## config.mk

```make
export PLATFORM = sky130hd
export DESIGN_NAME = burst_read_arbiter
export DESIGN_NICKNAME = d
export VERILOG_FILES = /design/src/rtl/burst_read_arbiter.sv
export SDC_FILE = /design/constraint.sdc
export NUM_CORES = 1
export LEC_CHECK = 0
export CORE_ASPECT_RATIO = 0.6
export CORE_MARGIN = 2
export CORE_UTILIZATION = 39
export CTS_BUF_LIST = sky130_fd_sc_hd__clkbuf_2
export DETAILED_ROUTE_END_ITERATION = 6
export PLACE_DENSITY = 0.89
export RECOVER_POWER = 50
export SETUP_SLACK_MARGIN = 0.05
export SLEW_MARGIN = 20
export SYNTH_ARGS = -nofsm -noshare
export SYNTH_HDL_FRONTEND = slang
export SYNTH_SLANG_ARGS = --single-unit
```

## constraint.sdc

```tcl
create_clock -name clk -period 3.7 [get_ports clk]
set_input_delay 0.555 -clock clk [delete_from_list [all_inputs] [get_ports clk]]
set_output_delay 0.555 -clock clk [all_outputs]
set_load 0.02 [all_outputs]
```

## src/rtl/burst_read_arbiter.sv

```systemverilog
// burst_read_arbiter: round-robin sharing of one burst read pipeline among NUM_MASTERS requesters
module burst_read_arbiter #(
    parameter int NUM_MASTERS = 4,
    parameter int ADDR_WIDTH  = 32,
    parameter int DATA_WIDTH  = 32
) (
    input  logic                              clk,
    input  logic                              rst_n,
    input  logic [NUM_MASTERS*ADDR_WIDTH-1:0] u_addr,
    input  logic [NUM_MASTERS*8-1:0]          u_length,
    input  logic [NUM_MASTERS-1:0]            u_valid,
    output logic [NUM_MASTERS-1:0]            u_ready,
    output logic [DATA_WIDTH-1:0]             u_data,
    output logic [NUM_MASTERS-1:0]            u_rvalid,
    output logic                              u_last,
    input  logic [NUM_MASTERS-1:0]            u_rready,
    output logic [ADDR_WIDTH-1:0]             p_addr,
    output logic [7:0]                        p_length,
    output logic                              p_valid,
    input  logic                              p_ready,
    input  logic [DATA_WIDTH-1:0]             p_data,
    input  logic                              p_rvalid,
    input  logic                              p_last,
    output logic                              p_rready,
    output logic                              busy,
    output logic [2:0]                        gnt_id,
    output logic                              len_err
);
    localparam int IW = $clog2(NUM_MASTERS);
    typedef enum logic [1:0] {IDLE, REQ, DATA} state_t;
    state_t state, state_nx;
    logic [IW-1:0] rr_ptr, winner, gid, idx;
    logic found, beat;
    logic [ADDR_WIDTH-1:0] addr_q, win_addr;
    logic [7:0] len_q, win_len;
    logic [8:0] beat_cnt, cnt_nx;
    assign gid = gnt_id[IW-1:0];
    assign u_data = p_data;
    assign beat = state == DATA && p_rvalid && u_rready[gid];
    assign cnt_nx = beat_cnt + 9'd1;
    always_comb begin
        found = 1'b0;
        winner = '0;
        idx = '0;
        win_addr = '0;
        win_len = '0;
        for (int k = 0; k < NUM_MASTERS; k++) begin
            idx = IW'((int'(rr_ptr) + k) % NUM_MASTERS);
            if (!found && u_valid[idx]) begin
                found = 1'b1;
                winner = idx;
            end
        end
        for (int i = 0; i < NUM_MASTERS; i++) begin
            if (winner == IW'(i)) begin
                win_addr = u_addr[i*ADDR_WIDTH +: ADDR_WIDTH];
                win_len = u_length[i*8 +: 8];
            end
        end
    end
    // Every handshake output is held idle while reset is asserted.
    always_comb begin
        state_nx = state;
        u_ready = '0;
        u_rvalid = '0;
        u_last = 1'b0;
        p_valid = 1'b0;
        p_rready = 1'b0;
        busy = 1'b0;
        p_addr = addr_q;
        p_length = len_q;
        if (rst_n) begin
            busy = state != IDLE;
            p_rready = state == DATA ? u_rready[gid] : 1'b1;
            case (state)
                IDLE: begin
                    if (found) begin
                        u_ready[winner] = 1'b1;
                        state_nx = REQ;
                    end
                end
                REQ: begin
                    p_valid = 1'b1;
                    if (p_ready) state_nx = DATA;
                end
                DATA: begin
                    u_rvalid[gid] = p_rvalid;
                    u_last = p_last;
                    if (beat && p_last) state_nx = IDLE;
                end
                default: state_nx = IDLE;
            endcase
        end
    end
    always_ff @(posedge clk) begin
        if (!rst_n) begin
            state <= IDLE;
            rr_ptr <= '0;
            gnt_id <= '0;
            beat_cnt <= '0;
            len_err <= 1'b0;
            addr_q <= '0;
            len_q <= '0;
        end else begin
            state <= state_nx;
            if (state == IDLE && found) begin
                addr_q <= win_addr;
                len_q <= win_len;
                gnt_id <= 3'(winner);
            end
            if (state == REQ && p_ready) beat_cnt <= '0;
            if (beat && ~&beat_cnt) beat_cnt <= cnt_nx;
            if (beat && p_last) rr_ptr <= gid == IW'(NUM_MASTERS - 1) ? '0 : gid + IW'(1);
            // Early/late last beat, overlong burst, or a beat with no burst in flight.
            if ((beat && (p_last ? cnt_nx != {1'b0, len_q} + 9'd1 : cnt_nx > {1'b0, len_q} + 9'd1))
                || (state != DATA && p_rvalid))
                len_err <= 1'b1;
        end
    end
endmodule

```

==> run metrics <==
share of final-layout standard cells stronger than drive strength 1 0.07879; worst voltage drop across the vdd grid 172.4 uV; headroom to the max-slew limit 0.3652; count of cell types in the netlist 52; via count of the first global-routing pass 4365; synthesized net count 703; antenna violations before repair 0; crit path setup slack, layout 281.4 ps; FF-to-FF Start beat_cnt[0]$_SDFFE_PN0P_; Total Negative Setup Slacks 0 ps; required time of the critical path 3140 ps; power density relative to cell area 282.2 nW/um2; Critical Path Sink Type output pin; effective utilization at floorplan 0.3966; total core area 10450 um2; transition at the pin with the smallest max-transition slack 952.2 ps; # Post-CTS Setup Buffers 0; global-route wire length before repair 22630 um; number of max-cap violations 0; hold wc startpoint p_addr[5]$_SDFFE_PN0P_; Antenna Nets Post-Route 0; Clk Latency, worst-skew pair 480 ps; post-route fraction of the period consumed by the critical path 0.9240; number of rows in the core area 29; Setup violations, final 0; hold_ws 467.1 ps; flop and latch count out of synthesis 56; EDFF count, synth 0; worst endpoint data arrival time 2860 ps; critical path fanouts, max 24; hold buffer count at cts 0; final net count 880; cell accounting for the most synthesized area dfxtp_1; residual DRC count 0; warnings from Yosys 0; pin count of the biggest net entering global routing 26; worst-path cell chain clkdlybuf4s50_1 > mux2i_1 > o22ai_4 > a21oi_1 > nand2_1 > nor2_1 > clkdlybuf4s50_1; die extent in y 83.85 um; RSZ-0062 raised after global routing no; Slowest cell on crit path clkdlybuf4s50_1; share of synthesized area occupied by flip-flops and latches 0.2705; Detail Placement HPWL 11520 um; GRT overflow 0; share of Yosys cell area claimed by the top area cell type 0.2705; worst-case clock buffer depth 2; total number of vias 4437; number of H-tree branching levels 2; total clock buffers created by CTS 5; Die Outline Area 11490 um2; post-layout instance count excluding filler cells 799; area growth from synthesis to final layout 52.14%; Final Power 1.779 mW; global-route total usage across every layer 0.2481; syn avg cell area 8.597 um2; worst setup timing slack at the placement stage 322.7 ps; Max stage delay on crit path 660 ps; post-DR wirelength/cell 18.38 um; TritonCTS clock tree yes; Max Clk Rate 292.5 MHz; max-slew violation count 0; path type of the worst min-delay path flop to flop; # port buffers 227; outcome finished, final reports clean; final hold vios 0; Final Critical Period 3419 ps; leakage power figure 2.442 nW; diode insertion count for antenna repair 0; total clock sinks 56; FILL cells 884; Placer Congestion 0.9232; Setup Crit Path Kind primary input to output pin; Critical path origin u_valid[2]; proportion of register bits with asynchronous set or reset after synthesis 0; cell occurring most often along the worst timing path clkdlybuf4s50_1; clock-pin slew on the worst setup and hold paths 310 ps; Total Wirelength 14690 um; area of the mapped netlist 4144 um2; number of top-level pins 293; clock tree root driver cell clkbuf_2; Resized cells post-CTS 0; Synth Instances 482; predominant post-synthesis flop cell dfxtp_1; biggest area contributors in the synthesized netlist dfxtp_1 (27%), buf_4 (6.7%), mux2_4 (6.5%), a221o_1 (5.8%), ha_1 (4.8%); Critical Path Start Type primary input; cell total after placement 791; clock skew 20.24 ps; First DRT Iteration DRCs 177; per-cell via count in the routed design 5.553; TritonRoute pass-1 iters 5; Horiz. Die Dim 137.1 um
==> sequential cells by signal (all words and copies together) (netlist names) <==
register / cells
p_length: 8
rr_ptr: 2
state: 2
len_err: 1
gnt_id: 2
beat_cnt: 9
p_addr: 32
==> synthesized netlist by cell type (2+ instances only) <==
cell type and n:
mux2_2 3, a21boi_0 14, a21boi_1 7, nand2_1 32, mux2_4 18, a21o_1 3
inv_1 8, ha_1 16, nor2b_1 10, nor2_1 10, nand3_1 30, a22o_1 4
and2_1 7, clkbuf_1 16, o21ai_1 20, a221o_1 24, nand4_1 3, a21oi_1 27
buf_4 37, o21a_1 4, nand2b_1 3, xnor2_1 5, dfxtp_1 56, buf_2 14
a211oi_1 19, o31ai_1 2, or3_1 3, o211a_1 2, o21ai_0 30, o221ai_1 19
buf_6 3, mux2i_1 3, and3_1 5, xor2_1 7
==> area by class of cell <==
type	instances	area, um2	share of cell area
clock buffers	5	25.02	0.003969
multi-input cells	348	2566	0.4070
clock inverters	3	18.77	0.002977
well taps	139	173.9	0.02758
flip-flops and latches	56	1121	0.1778
repair buffers	240	2370	0.3759
inverters	8	30.03	0.004763
==> worst paths after layout <==
path                                          endpoint  slack (ps)  cells past startpoint
worst max-delay path                        u_ready[3]         280                      7
worst min-delay path            p_addr[5]$_SDFFE_PN0P_         470                      2
worst max register to register    len_err$_SDFFE_PN0P_         970                     10
worst min register to register  p_addr[5]$_SDFFE_PN0P_         470                      2
==> stage by stage <==
stage               instance area, um2    util
floorplan                         4144       -
global placement                  6261  0.5991
detailed placement                6261  0.5991
CTS                               6305  0.6033
global route                      6305  0.6033
finish                            6305  0.6033
==> worst max-delay path, delay by kind of cell <==
kind	cells	cell delay (ps)
AND/OR/NAND/NOR	2	280
AO/OA/AOI/OAI	2	470
buffers and inverters	2	1210
multiplexers	1	340
==> kinds of logic (layout without fill, tap and decap cells) <==
group                    count (synthesis)  in the layout  share of synthesized area
AO/OA/AOI/OAI                          180            180                     0.3086
XOR/XNOR                                12             12                    0.02536
adder cells (fa/ha/maj)                 16             16                    0.04831
buffers and inverters                   78            256                     0.1138
flip-flops                              56             56                     0.2705
multiplexers                            26             26                    0.08877
other                                    1              1                  0.0009049
AND/OR/NAND/NOR                        113            113                     0.1437
==> routing by layer <==
| metal | share of wire | wire, um | up-vias | GRT usage |
|---|---|---|---|---|
| met4 | 0.0061 | 90 | 0 | 0.03843 |
| met2 | 0.46 | 6822 | 207 | 0.4052 |
| met3 | 0.089 | 1312 | 10 | 0.07893 |
| li1 | - | - | 2123 | - |
| met1 | 0.44 | 6464 | 2097 | 0.3256 |
| met5 | 0 | 0 | - | 0 |
==> where the power goes <==
group	internal, mW	switching (mW)	leakage, nW
Combinational	0.429	0.359	1.96
Sequential	0.677	0.0613	0.461
Clock	0.0435	0.210	0.0226
==> layout by cell type, fill, tap and decap left out, types with 3 or more instances in the layout <==
cell	instances
clkdlybuf4s50_1	192
dfxtp_1	56
dlygate4sd3_1	35
nand2_1	32
o21ai_0	30
nand3_1	30
a21oi_1	27
a221o_1	24
o21ai_1	20
a211oi_1	19
mux2_4	18
o221ai_1	18
ha_1	16
a21boi_0	15
buf_4	13
nor2b_1	10
nor2_1	10
inv_1	8
and2_1	7
xor2_1	7
a21boi_1	6
xnor2_1	5
and3_1	5
clkbuf_2	5
o21a_1	4
a22o_1	4
mux2i_1	3
nand2b_1	3
nand4_1	3
a21o_1	3
or3_1	3
mux2_2	3
Power figures use the tool's default switching activity.
==> edit 1: new RTL, same settings <==
Set the parameter `DATA_WIDTH` to 16 (it was 32).
--- a/src/rtl/burst_read_arbiter.sv
+++ b/src/rtl/burst_read_arbiter.sv
@@ -4,3 +4,3 @@
     parameter int ADDR_WIDTH  = 32,
-    parameter int DATA_WIDTH  = 32
+    parameter int DATA_WIDTH  = 16
 ) (
Ports: changed (resized p_data and u_data); port bits go from 293 to 261. No check against the original RTL was run, so the function may have changed too.
==> edit 1 against the original RTL <==
Sequential share of layout area barely moved; final area rose by 0.38%; area after synthesis fell by 2.9%; first-iteration DRC count rose by 71%; total power rose by 0.18%; sequential power barely moved; clock skew barely moved; critical path depth fell by 1; final cell count rose by 0.13%; setup slack got worse by 0.15 ns; die area fell by 2.8%; sequential cell count did not move; routed wire length rose by 3.8%; hold slack improved by 0.0025 ns; largest power group unchanged.
==> edit 1: results (changes against the original RTL) <==
Clocking
  • CTS buffer count: 5 (unchanged)
  • Clock insertion delay at the later pin of the skew report: between 0.4 and 0.5 ns
  • Maximum clock insertion buffer count: 2 (unchanged)
  • # H-tree levels: 2 (unchanged)
  • Root Driver: clkbuf_2
  • Reg clk slew, reported paths: approximately 0.30 ns

Layout
  • Ratio of cells with drive above 1 in the final layout: 8.72% (+0.84 points)
  • Layout Nets: 869 (-1.3%)
  • # diodes: 0 (unchanged)
  • Layout filler cell count: 825 (-6.7%)

Timing
  • TNS Setup: 0 ns (unchanged)
  • Max_slew headroom: 32.7% (-3.8 points)
  • Worst Skew: 0.0197 ns (-0.000500 ns)

Min path
  • Hold Crit Class: reg -> reg
  • Critical hold path startpoint: p_addr[28]$_SDFFE_PN0P_

Critical path
  • Crit-path max cell delay: 0.74 ns (+0.08 ns)
  • WP data arrival: 3.01 ns (+0.15 ns)
  • Worst r2r src: beat_cnt[0]$_SDFFE_PN0P_
  • Worst-path fanout max: 8 (-67%)
  • Critical-path top delay cell: nor4_1
  • CP startpoint: u_valid[1]

Routing
  • DRT Pass-1 Iters: 5 (unchanged)
  • DR iter-0 viols: 302 (+71%)
  • Detail-routed net length per standard cell: 19.1 µm (+3.7%)
  • Total Wirelength: 15,300 µm (+3.8%)
  • DR vias: 4,562 (+2.8%)

Synth
  • Synthesized Nets: 671 (-4.6%)
  • Async set-reset flop share out of synthesis: 0% (unchanged)
  • Top cells by area, synth: dfxtp_1 28%, mux2_4 6.7%, a221o_1 6.0%
  • List of most frequent post-synthesis cells: 56 x dfxtp_1, 32 x nand2_1, 30 x nand3_1, 30 x o21ai_0, 27 x a21oi_1
  • Post-synthesis sequential area ratio: 27.9% (+0.81 points)
  • Post-synth cell types: 52 (unchanged)
  • Avg Cell Area, Syn: 8.63 µm² (+0.44%)
  • Synth warn: 0 (unchanged)

Placement
  • RD Place Congestion: 0.924 (+0.13%)
  • Post-DP HPWL: 12,000 µm (+4.1%)
  • Dpl cells: 792 (+0.13%)
  • # port buffers: 227 (unchanged)

Pwr
  • Peak VDD IR: 0.153 mV (-11%)
  • Static Leak: 2.49 nW (+2.1%)
  • Internal power: 1.15 mW (-0.14%)

Outcome
  • Run status: finished clean

Global route
  • GRT Resource Usage Total: 26.3% (+1.4 points)
  • First-pass GRT wire length: 23,000 µm (+1.6%)
  • Antenna violations before repair: 0 (unchanged)
edit 1: cell count changes after synthesis, sizes merged:
| cell | unedited run | this run |
|---|---|---|
| buf | 54 | 38 |
edit 1: critical path: cells and delay by family:
family,cells,cell delay (ns)
and+or+nand+nor,4,1.23
buffers and inverters,2,1.22
edit 1: layout make-up:
type | count | area share, %
clock buffer | 5 | 0.395
multi-input combinational | 348 | 40.5
tap | 135 | 2.67
sequential | 56 | 17.7
timing repair buffer | 245 | 38.0
inverter | 8 | 0.474
clock inverter | 3 | 0.217
edit 1: logic make-up after synthesis:
kind of cell | Yosys count | share of synthesized area (%)
multiplexers | 26 | 9.14
other | 1 | 0.0932
adder cells (fa/ha/maj) | 16 | 4.98
AO/OA/AOI/OAI | 180 | 31.8
flip-flops | 56 | 27.9
AND/OR/NAND/NOR | 113 | 14.8
XOR/XNOR | 12 | 2.61
buffers and inverters | 62 | 8.74
edit 1: power by group through the flow:
stage	sequential (mW)	combinational [mW]	clock [mW]
3_3_place_gp	0.749	0.793	0
5_1_grt	0.751	0.852	0.281
4_1_cts	0.742	0.820	0.255
3_5_place_dp	0.753	0.816	0
6_report	0.741	0.796	0.246
2_1_floorplan	0.820	0.337	0
edit 1: final timing paths:
path | end | slack (ns) | cells after the start
max | u_ready[0] | 0.13 | 6
min | p_addr[28]$_SDFFE_PN0P_ | 0.47 | 2
min reg2reg | p_addr[28]$_SDFFE_PN0P_ | 0.47 | 2
max reg2reg | len_err$_SDFFE_PN0P_ | 0.88 | 10
edit 1: per-stage QoR:
stage / setup WS (ns) / instance area (µm²)
floorplan: 1.17 / 4020
global placement: 0.289 / 6290
detailed placement: 0.233 / 6290
CTS: 0.229 / 6330
global route: 0.0930 / 6330
finish: 0.130 / 6330
edit 1: per-layer routing:
layer | wire length [µm] | global-route usage, % | vias to the layer above
met1 | 6610 | 34.0 | 2167
met5 | 0 | 0 | -
met2 | 7110 | 45.0 | 241
met3 | 1300 | 5.43 | 20
met4 | 227 | 7.19 | 0
li1 | - | - | 2134
edit 1: what timing repair did:
item,in CTS,in global routing
setup buffers,0,0
gates resized for setup,0,1
endpoints found under the hold margin,0,0
endpoints found under the setup margin,0,3
==> edit 2: new RTL, same settings <==
Without the edit above. Reset style: asynchronous (`rst_n`), changed in one clocked block.
--- a/src/rtl/burst_read_arbiter.sv
+++ b/src/rtl/burst_read_arbiter.sv
@@ -94,3 +94,3 @@
     end
-    always_ff @(posedge clk) begin
+    always_ff @(posedge clk or negedge rst_n) begin
         if (!rst_n) begin
Behaviour: differs if rst_n is asserted again (counterexample within 4 cycles, from zero or initial values and one cycle with rst_n low); with rst_n held inactive, the same outputs for 4 cycles.
==> edit 2 against the original RTL <==
Area after synthesis increased by 7.7%; sequential cell count unchanged; core utilization decreased by 1.0 points; final area increased by 5.6%; routed wire length increased by 3.0%; setup slack improved by 0.081 ns; the flow now finishes with violations (max-capacitance violations, max-slew violations).
Power is not compared: it rests on default switching activity, and its combinational part moved more than twofold at a synthesized area within 25%.
==> edit 2: results (changes against the original RTL) <==
Critical path
  • CP startpoint: u_valid[3]
  • Reg2Reg Depth: 9 (-1)
  • R2R setup slack: 1.04 ns (+0.07 ns)
  • R2R Path End: beat_cnt[2]$_DFFE_PN0P_
  • WP data arrival: 2.78 ns (-0.08 ns)
  • End of the critical path: u_ready[0]

Placement
  • Post-DP HPWL: 11,300 µm (-2.2%)
  • Dpl cell area: 0.00659 mm² (+5.3%)

Outcome
  • Run status: finished, violations left
  • Failing checks: max-capacitance violations, max-slew violations

Global route
  • Met1 Usage GRT: 32.0% (-0.52 points)
  • First-pass GRT wire length: 23,000 µm (+1.6%)

Routing
  • Met3 WL: 1460 µm (+11%)
  • Total Wirelength: 15,100 µm (+3.0%)
  • Vias per inst: 5.61 (+1.0%)

Timing
  • Final Max Slew Viols: 36 (+36)
  • Worst Skew: 0.0336 ns (+0.0134 ns)

Run
  • Maxcap violations: 1 (+1)

Synth
  • Synth Area in Compound Gates: 24.2% (-6.6 points)
  • Post-synthesis adder-cell area fraction: 4.49% (-0.35 points)
  • Predominant post-synthesis flop cell: dfrtp_1
  • Avg Cell Area, Syn: 8.63 µm² (+0.41%)
  • Post-synthesis sequential area ratio: 31.4% (+4.3 points)

Min path
  • Critical hold path startpoint: p_addr[3]$_DFFE_PN0P_
  • WHS Endpoint: p_addr[3]$_DFFE_PN0P_
==> edit 2: cell types whose count changed in the layout (fill, tap and decap cells not counted), moves of 24 or more <==
cell,delta
dfrtp_1,+56
a21oi_1,-25
dfxtp_1,-56
clkdlybuf4s50_1,+29
mux2i_1,+37
a221o_1,-24
dlygate4sd3_1,-30
a21o_1,+39
==> edit 2: cells by family after synthesis <==
kind of cell | after synthesis
simple gates | 149
fa+ha+maj | 16
compound gates | 154
other cells | 1
xor+xnor | 11
flops | 56
buf+inv | 83
mux | 47
==> edit 2: where the power goes <==
group / switching [mW] / internal, mW
logic: 1.53 / 1.25
registers: 0.258 / 0.872
clock network: 0.209 / 0.117
total: 2.00 / 2.23
==> edit 2: cell type report <==
cell class / instances / area (µm²)
fillers: 964 / 4570
multi-input cells: 378 / 2620
repair buffers: 238 / 2340
flip-flops and latches: 56 / 1400
well taps: 144 / 180
clock inverters: 3 / 47.5
inverters: 11 / 41.3
clock buffers: 5 / 25.0
